## src/rtl/cache_axi_bridge.sv

```systemverilog
// Cache-to-AXI bridge: turns cache word/line read and write requests into
// single-beat or INCR bursts on an AXI master port. Reads and writes run in
// separate FSMs. A read is only accepted when the write side is idle, so a
// dirty-line write-back always sees its response before the refill read
// is issued.
module cache_axi_bridge #(
   parameter int         LINE_WORDS = 4,
   parameter logic [3:0] RD_ID      = 4'd0,
   parameter logic [3:0] WR_ID      = 4'd1
) (
   input  logic                      clk,
   input  logic                      resetn,

   // cache read port
   input  logic                      rd_req,
   input  logic [2:0]                rd_type,
   input  logic [31:0]               rd_addr,
   output logic                      rd_rdy,
   output logic                      ret_valid,
   output logic                      ret_last,
   output logic [31:0]               ret_data,

   // cache write port
   input  logic                      wr_req,
   input  logic [2:0]                wr_type,
   input  logic [31:0]               wr_addr,
   input  logic [3:0]                wr_wstrb,
   input  logic [32*LINE_WORDS-1:0]  wr_data,
   output logic                      wr_rdy,

   // AXI read address channel
   output logic [3:0]                arid,
   output logic [31:0]               araddr,
   output logic [7:0]                arlen,
   output logic [2:0]                arsize,
   output logic [1:0]                arburst,
   output logic                      arvalid,
   input  logic                      arready,

   // AXI read data channel
   input  logic [31:0]               rdata,
   input  logic                      rlast,
   input  logic                      rvalid,
   output logic                      rready,

   // AXI write address channel
   output logic [3:0]                awid,
   output logic [31:0]               awaddr,
   output logic [7:0]                awlen,
   output logic [2:0]                awsize,
   output logic [1:0]                awburst,
   output logic                      awvalid,
   input  logic                      awready,

   // AXI write data channel
   output logic [31:0]               wdata,
   output logic [3:0]                wstrb,
   output logic                      wlast,
   output logic                      wvalid,
   input  logic                      wready,

   // AXI write response channel
   input  logic                      bvalid,
   output logic                      bready
);

   localparam int         IDX_W      = (LINE_WORDS > 1) ? $clog2(LINE_WORDS) : 1;
   localparam logic [7:0] LINE_LEN   = 8'(LINE_WORDS - 1);
   localparam logic [2:0] TYPE_LINE  = 3'b100;
   localparam logic [2:0] SIZE_WORD  = 3'b010;
   localparam logic [1:0] BURST_INCR = 2'b01;

   typedef enum logic [1:0] {
      R_IDLE,
      R_ADDR,
      R_DATA
   } rd_state_t;

   typedef enum logic [1:0] {
      W_IDLE,
      W_ADDR,
      W_DATA,
      W_RESP
   } wr_state_t;

   rd_state_t rd_state;
   rd_state_t rd_state_next;
   wr_state_t wr_state;
   wr_state_t wr_state_next;

   // Cleared by reset and set on the first clock afterwards, so both ready
   // outputs stay low while reset is held even though the FSMs sit in IDLE.
   logic ready_en;

   logic [31:0]                 rd_addr_q;
   logic                        rd_line_q;
   logic [31:0]                 wr_addr_q;
   logic                        wr_line_q;
   logic [3:0]                  wr_strb_q;
   logic [LINE_WORDS-1:0][31:0] wr_data_q;
   logic [7:0]                  beat_cnt;

   logic       wr_accept;
   logic       rd_accept;
   logic [7:0] wr_len;
   logic       last_beat;

   // The ready outputs depend only on registered state, never on the requests.
   assign rd_rdy = ready_en && (rd_state == R_IDLE) && (wr_state == W_IDLE);
   assign wr_rdy = ready_en && (wr_state == W_IDLE);

   // A simultaneous write wins; the cache re-presents the read later.
   assign wr_accept = wr_req && wr_rdy;
   assign rd_accept = rd_req && rd_rdy && !wr_accept;

   assign arid    = RD_ID;
   assign araddr  = rd_addr_q;
   assign arlen   = rd_line_q ? LINE_LEN : 8'd0;
   assign arsize  = SIZE_WORD;
   assign arburst = BURST_INCR;

   assign wr_len    = wr_line_q ? LINE_LEN : 8'd0;
   assign last_beat = (beat_cnt == wr_len);

   assign awid    = WR_ID;
   assign awaddr  = wr_addr_q;
   assign awlen   = wr_len;
   assign awsize  = SIZE_WORD;
   assign awburst = BURST_INCR;

   // State registers for both FSMs plus the post-reset ready enable.
   always_ff @(posedge clk or negedge resetn) begin
      if (!resetn) begin
         rd_state <= R_IDLE;
         wr_state <= W_IDLE;
         ready_en <= 1'b0;
      end else begin
         rd_state <= rd_state_next;
         wr_state <= wr_state_next;
         ready_en <= 1'b1;
      end
   end

   // Capture the read request so the AR fields hold steady until arready.
   always_ff @(posedge clk or negedge resetn) begin
      if (!resetn) begin
         rd_addr_q <= 32'h0;
         rd_line_q <= 1'b0;
      end else if (rd_accept) begin
         rd_addr_q <= rd_addr;
         rd_line_q <= (rd_type == TYPE_LINE);
      end
   end

   // Capture the whole write request, including every word of the line.
   always_ff @(posedge clk or negedge resetn) begin
      if (!resetn) begin
         wr_addr_q <= 32'h0;
         wr_line_q <= 1'b0;
         wr_strb_q <= 4'h0;
         wr_data_q <= '0;
      end else if (wr_accept) begin
         wr_addr_q <= wr_addr;
         wr_line_q <= (wr_type == TYPE_LINE);
         wr_strb_q <= wr_wstrb;
         wr_data_q <= wr_data;
      end
   end

   // Beat counter: restarts when the address is taken, steps on each W handshake.
   always_ff @(posedge clk or negedge resetn) begin
      if (!resetn) begin
         beat_cnt <= 8'd0;
      end else if ((wr_state == W_ADDR) && awready) begin
         beat_cnt <= 8'd0;
      end else if ((wr_state == W_DATA) && wready) begin
         beat_cnt <= beat_cnt + 8'd1;
      end
   end

   // Read FSM: next state, AR valid and the zero-latency return path.
   always_comb begin
      rd_state_next = rd_state;
      arvalid       = 1'b0;
      rready        = 1'b0;
      ret_valid     = 1'b0;
      ret_last      = 1'b0;
      ret_data      = 32'h0;
      case (rd_state)
         R_IDLE: begin
            if (rd_accept) begin
               rd_state_next = R_ADDR;
            end
         end
         R_ADDR: begin
            arvalid = 1'b1;
            if (arready) begin
               rd_state_next = R_DATA;
            end
         end
         R_DATA: begin
            rready    = 1'b1;
            ret_valid = rvalid;
            ret_last  = rvalid && rlast;
            ret_data  = rdata;
            if (rvalid && rlast) begin
               rd_state_next = R_IDLE;
            end
         end
         default: begin
            rd_state_next = R_IDLE;
         end
      endcase
   end

   // Write FSM: next state plus AW/W/B channel handshake outputs.
   always_comb begin
      wr_state_next = wr_state;
      awvalid       = 1'b0;
      wvalid        = 1'b0;
      wlast         = 1'b0;
      wdata         = 32'h0;
      wstrb         = 4'h0;
      bready        = 1'b0;
      case (wr_state)
         W_IDLE: begin
            if (wr_accept) begin
               wr_state_next = W_ADDR;
            end
         end
         W_ADDR: begin
            awvalid = 1'b1;
            if (awready) begin
               wr_state_next = W_DATA;
            end
         end
         W_DATA: begin
            wvalid = 1'b1;
            wdata  = wr_data_q[beat_cnt[IDX_W-1:0]];
            wstrb  = wr_line_q ? 4'hf : wr_strb_q;
            wlast  = last_beat;
            if (wready && last_beat) begin
               wr_state_next = W_RESP;
            end
         end
         W_RESP: begin
            bready = 1'b1;
            if (bvalid) begin
               wr_state_next = W_IDLE;
            end
         end
         default: begin
            wr_state_next = W_IDLE;
         end
      endcase
   end

endmodule

```

## config.mk

```make
export PLATFORM = sky130hd
export DESIGN_NAME = cache_axi_bridge
export DESIGN_NICKNAME = d
export VERILOG_FILES = /design/src/rtl/cache_axi_bridge.sv
export SDC_FILE = /design/constraint.sdc
export NUM_CORES = 1
export LEC_CHECK = 0
export BUFFER_PORTS_ARGS = -buffer_cell sky130_fd_sc_hd__buf_2
export CAP_MARGIN = 20
export CORE_AREA = 2 2 164 166
export DETAILED_ROUTE_END_ITERATION = 16
export DIE_AREA = 0 0 166 168
export PLACE_DENSITY = 0.65
export SETUP_SLACK_MARGIN = 0.02
export SLEW_MARGIN = 20
export SYNTH_ARGS = -nofsm -noshare
export SYNTH_HDL_FRONTEND = slang
export SYNTH_SLANG_ARGS = --single-unit
export TNS_END_PERCENT = 10
```

## constraint.sdc

```tcl
create_clock -name clk -period 2.3 [get_ports clk]
set_input_delay 0.115 -clock clk [delete_from_list [all_inputs] [get_ports clk]]
set_output_delay 0.115 -clock clk [all_outputs]
set_load 0.01 [all_outputs]
```

==> summary.txt <==
Status
  • Status: completed

Power and ir drop
  • LEAKAGE: 7.30 nW
  • Maximum VDD drop: 1060 µV
  • PD cells: around 1200 nW/µm²

Flow run
  • Number of max-cap violations: 0

Clock tree
  • TritonCTS clock tree: yes
  • Setup bufs post-CTS: 0
  • Worst-path clk slew: about 0.06 ns
  • Sink Count: 211
  • H-tree levels: 1
  • Clk_lat worst skew: 0.52 ns
  • Num CTS Buffers: 25
  • Root Buffer: clkbuf_16
  • CTS Buffer Depth: 3

Drt
  • Vias/cell: 4.71
  • Drt wl/cell: 17.8 µm
  • Detail Route Antenna Nets: 0
  • Drt drc: 0
  • Post-Route WL: 28.6 mm
  • Vias: 7550
  • DRT Pass-1 Iters: 4
  • DR iter-0 viols: 383

STA
  • Final period utilization: between 90% and 100%
  • Final worst slack: about 0.085 ns
  • RSZ-0062 raised after global routing: true
  • Tmin final: 2.21 ns
  • Final hold vios: 0
  • Clock skew: 0.00699 ns
  • Fin. max-slew vios: 0
  • Fmax: 0.451 GHz
  • Worst-Margin Slew: 0.588 ns
  • Final setup viols: 0
  • Setup TNS: 0 ns
  • Slew headroom: 60.8%

Floorplanning
  • Row count: 60
  • Die Span X: 166 µm
  • DIE HEIGHT: 168 µm
  • IO Count: 420
  • Die Footprint: 27900 µm²
  • Initial core utilization: 36.8%
  • CORE AREA: 26400 µm²

GRT
  • Largest net degree at the start of global routing: 72
  • GRT overflow: 0
  • GRT Total Usage: 20.1%
  • Initial antenna violation count: 0
  • Global-route wire length before repair: 44.5 mm
  • Grt met3 use: 5.88%
  • Grt met1 use: 25.5%
  • Vias in the first global route: between 8000 and 9000
  • Met2 Resource Use GR: 33.6%
  • GR peak layer: met2

Synthesis
  • Warnings, synthesis: 0
  • Cell taking the most area after synthesis: dfrtp_1
  • Synth Area per Inst: 14.9 µm²
  • Post-synth EDFFs: 0
  • Synth top area cells: dfrtp_1, mux2_2, mux4_2
  • FFs w/ async S/R, synth: 100%
  • Synth top area share: 54.4%
  • #FFs+latches synth: 211
  • Synthesized area: 9710 µm²
  • Prevailing post-synth register cell: dfrtp_1
  • Synth cell types: 39
  • Post-Syn Instances: 651
  • Post-synthesis sequential area ratio: between 50% and 60%

Worst setup path
  • Endpoint arrival time on the critical path: 2.10 ns
  • CP startpoint kind: register
  • CP Launch Point: beat_cnt[0]
  • Crit path kind: register to output pin
  • Critical Path RT: 2.18 ns
  • Critical Path End Type: output pin
  • R2r startpoint: wr_state[0]
  • CP max FO: 21

Layout
  • Commonest non-fill, non-tap cell in the layout: buf_2
  • Commonest cells after routing, fill and taps aside: buf_2, dfrtp_1, dlygate4sd3_1
  • Fillers: 2106
  • Nets: 1493
  • Finished Core Util: 56.1%
  • P&R area growth vs syn: 52.3%
  • Ant diodes: 0
  • Share of cells above drive strength 1: 54.4%

Place
  • Gpl congestion: 0.894
  • DP HPWL: 19.1 mm
  • Port Buf Inserts: 389
  • Post-placement setup slack: slightly below 0.4 ns

Worst hold path
  • Worst hold path startpoint: rd_type[0]
  • Hold Path Class: input port to register
==> cell type report <==
class                   count  area [µm²]  area share (%)
multi-input cells         392        4060            27.4
well taps                 341         427            2.89
repair buffers            609        4190            28.4
clock inverters            12         106           0.719
flip-flops and latches    211        5280            35.7
inverters                   5        18.8           0.127
clock buffers              34         699            4.73
==> synth_stat cells, types with 3 or more instances <==
| library cell | count |
|---|---|
| a21oi_1 | 3 |
| mux2_4 | 29 |
| clkbuf_1 | 10 |
| mux4_2 | 32 |
| and2_1 | 66 |
| nand2_1 | 12 |
| ha_1 | 5 |
| inv_1 | 5 |
| nor2_1 | 7 |
| o21a_1 | 4 |
| dfrtp_1 | 211 |
| o21ai_0 | 4 |
| buf_2 | 21 |
| mux2_2 | 169 |
| nand3_1 | 3 |
| buf_6 | 5 |
| buf_4 | 36 |
==> power by group <==
part           switching, mW  leakage (nW)  internal [mW]
sequential              1.01          2.55           5.53
clock                   1.56         0.403           2.26
combinational           2.78          4.35           3.88
==> cell families (layout without fill, tap and decap cells) <==
| family | Yosys count | after routing | share of synthesized area [%] |
|---|---|---|---|
| other cells | 2 | 31 | 0.0774 |
| simple gates | 102 | 102 | 6.41 |
| fa+ha+maj | 5 | 5 | 0.644 |
| flops | 211 | 211 | 54.4 |
| mux | 230 | 230 | 31.5 |
| compound gates | 20 | 20 | 1.57 |
| buf+inv | 77 | 660 | 5.03 |
| xor+xnor | 4 | 4 | 0.361 |
==> flip-flops by register name, indices dropped and copies added (netlist names), 2 cells and up <==
signal and flops:
araddr 32, awaddr 32, beat_cnt 8, rd_state 2, wr_data_q 128, wr_state 2, wr_strb_q 4
==> final timing paths <==
path | endpoint | slack [ns] | cells past startpoint
max | wdata[10] | 0.09 | 4
min | rd_line_q | 0.02 | 3
max reg2reg | wr_data_q[106] | 0.35 | 6
min reg2reg | wr_data_q[76] | 0.50 | 1
max in group asynchronous | awaddr[16] | 1.39 | 3
min in group asynchronous | awaddr[31] | 0.18 | 2
==> through the flow <==
step           std cells  cell area (µm²)  power (mW)  hold slack, ns
6_report            1604            14800        17.0          0.0227
5_1_grt             1604            14800        18.0          0.0102
4_1_cts             1604            14800        17.1         0.00158
3_5_place_dp        1355            11900        12.9           0.175
3_3_place_gp        1355            11900        12.7           0.175
2_1_floorplan        680             9820        10.6          -0.181
==> per-layer routing <==
layer | part of all wire (%) | up-vias | wire, µm
met5 | 0 | - | 0
met4 | 2.3 | 0 | 643
met3 | 8.7 | 49 | 2480
met2 | 49 | 300 | 13900
met1 | 40 | 3771 | 11500
li1 | - | 3430 | -
==> worst max-delay path, cell delays in order, from the launching register on <==
cell,delay (ns)
dfrtp_2,0.41
buf_8,0.27
mux4_2,0.56
and2_1,0.18
buf_2,0.14
==> what timing repair did <==
action	CTS	global route
hold buffers	203	0
resized for setup	3	1
pin swaps	0	0
endpoints found under the hold margin	265	0
endpoints found under the setup margin	20	5
Note: power is estimated with default switching activity, not from simulation.
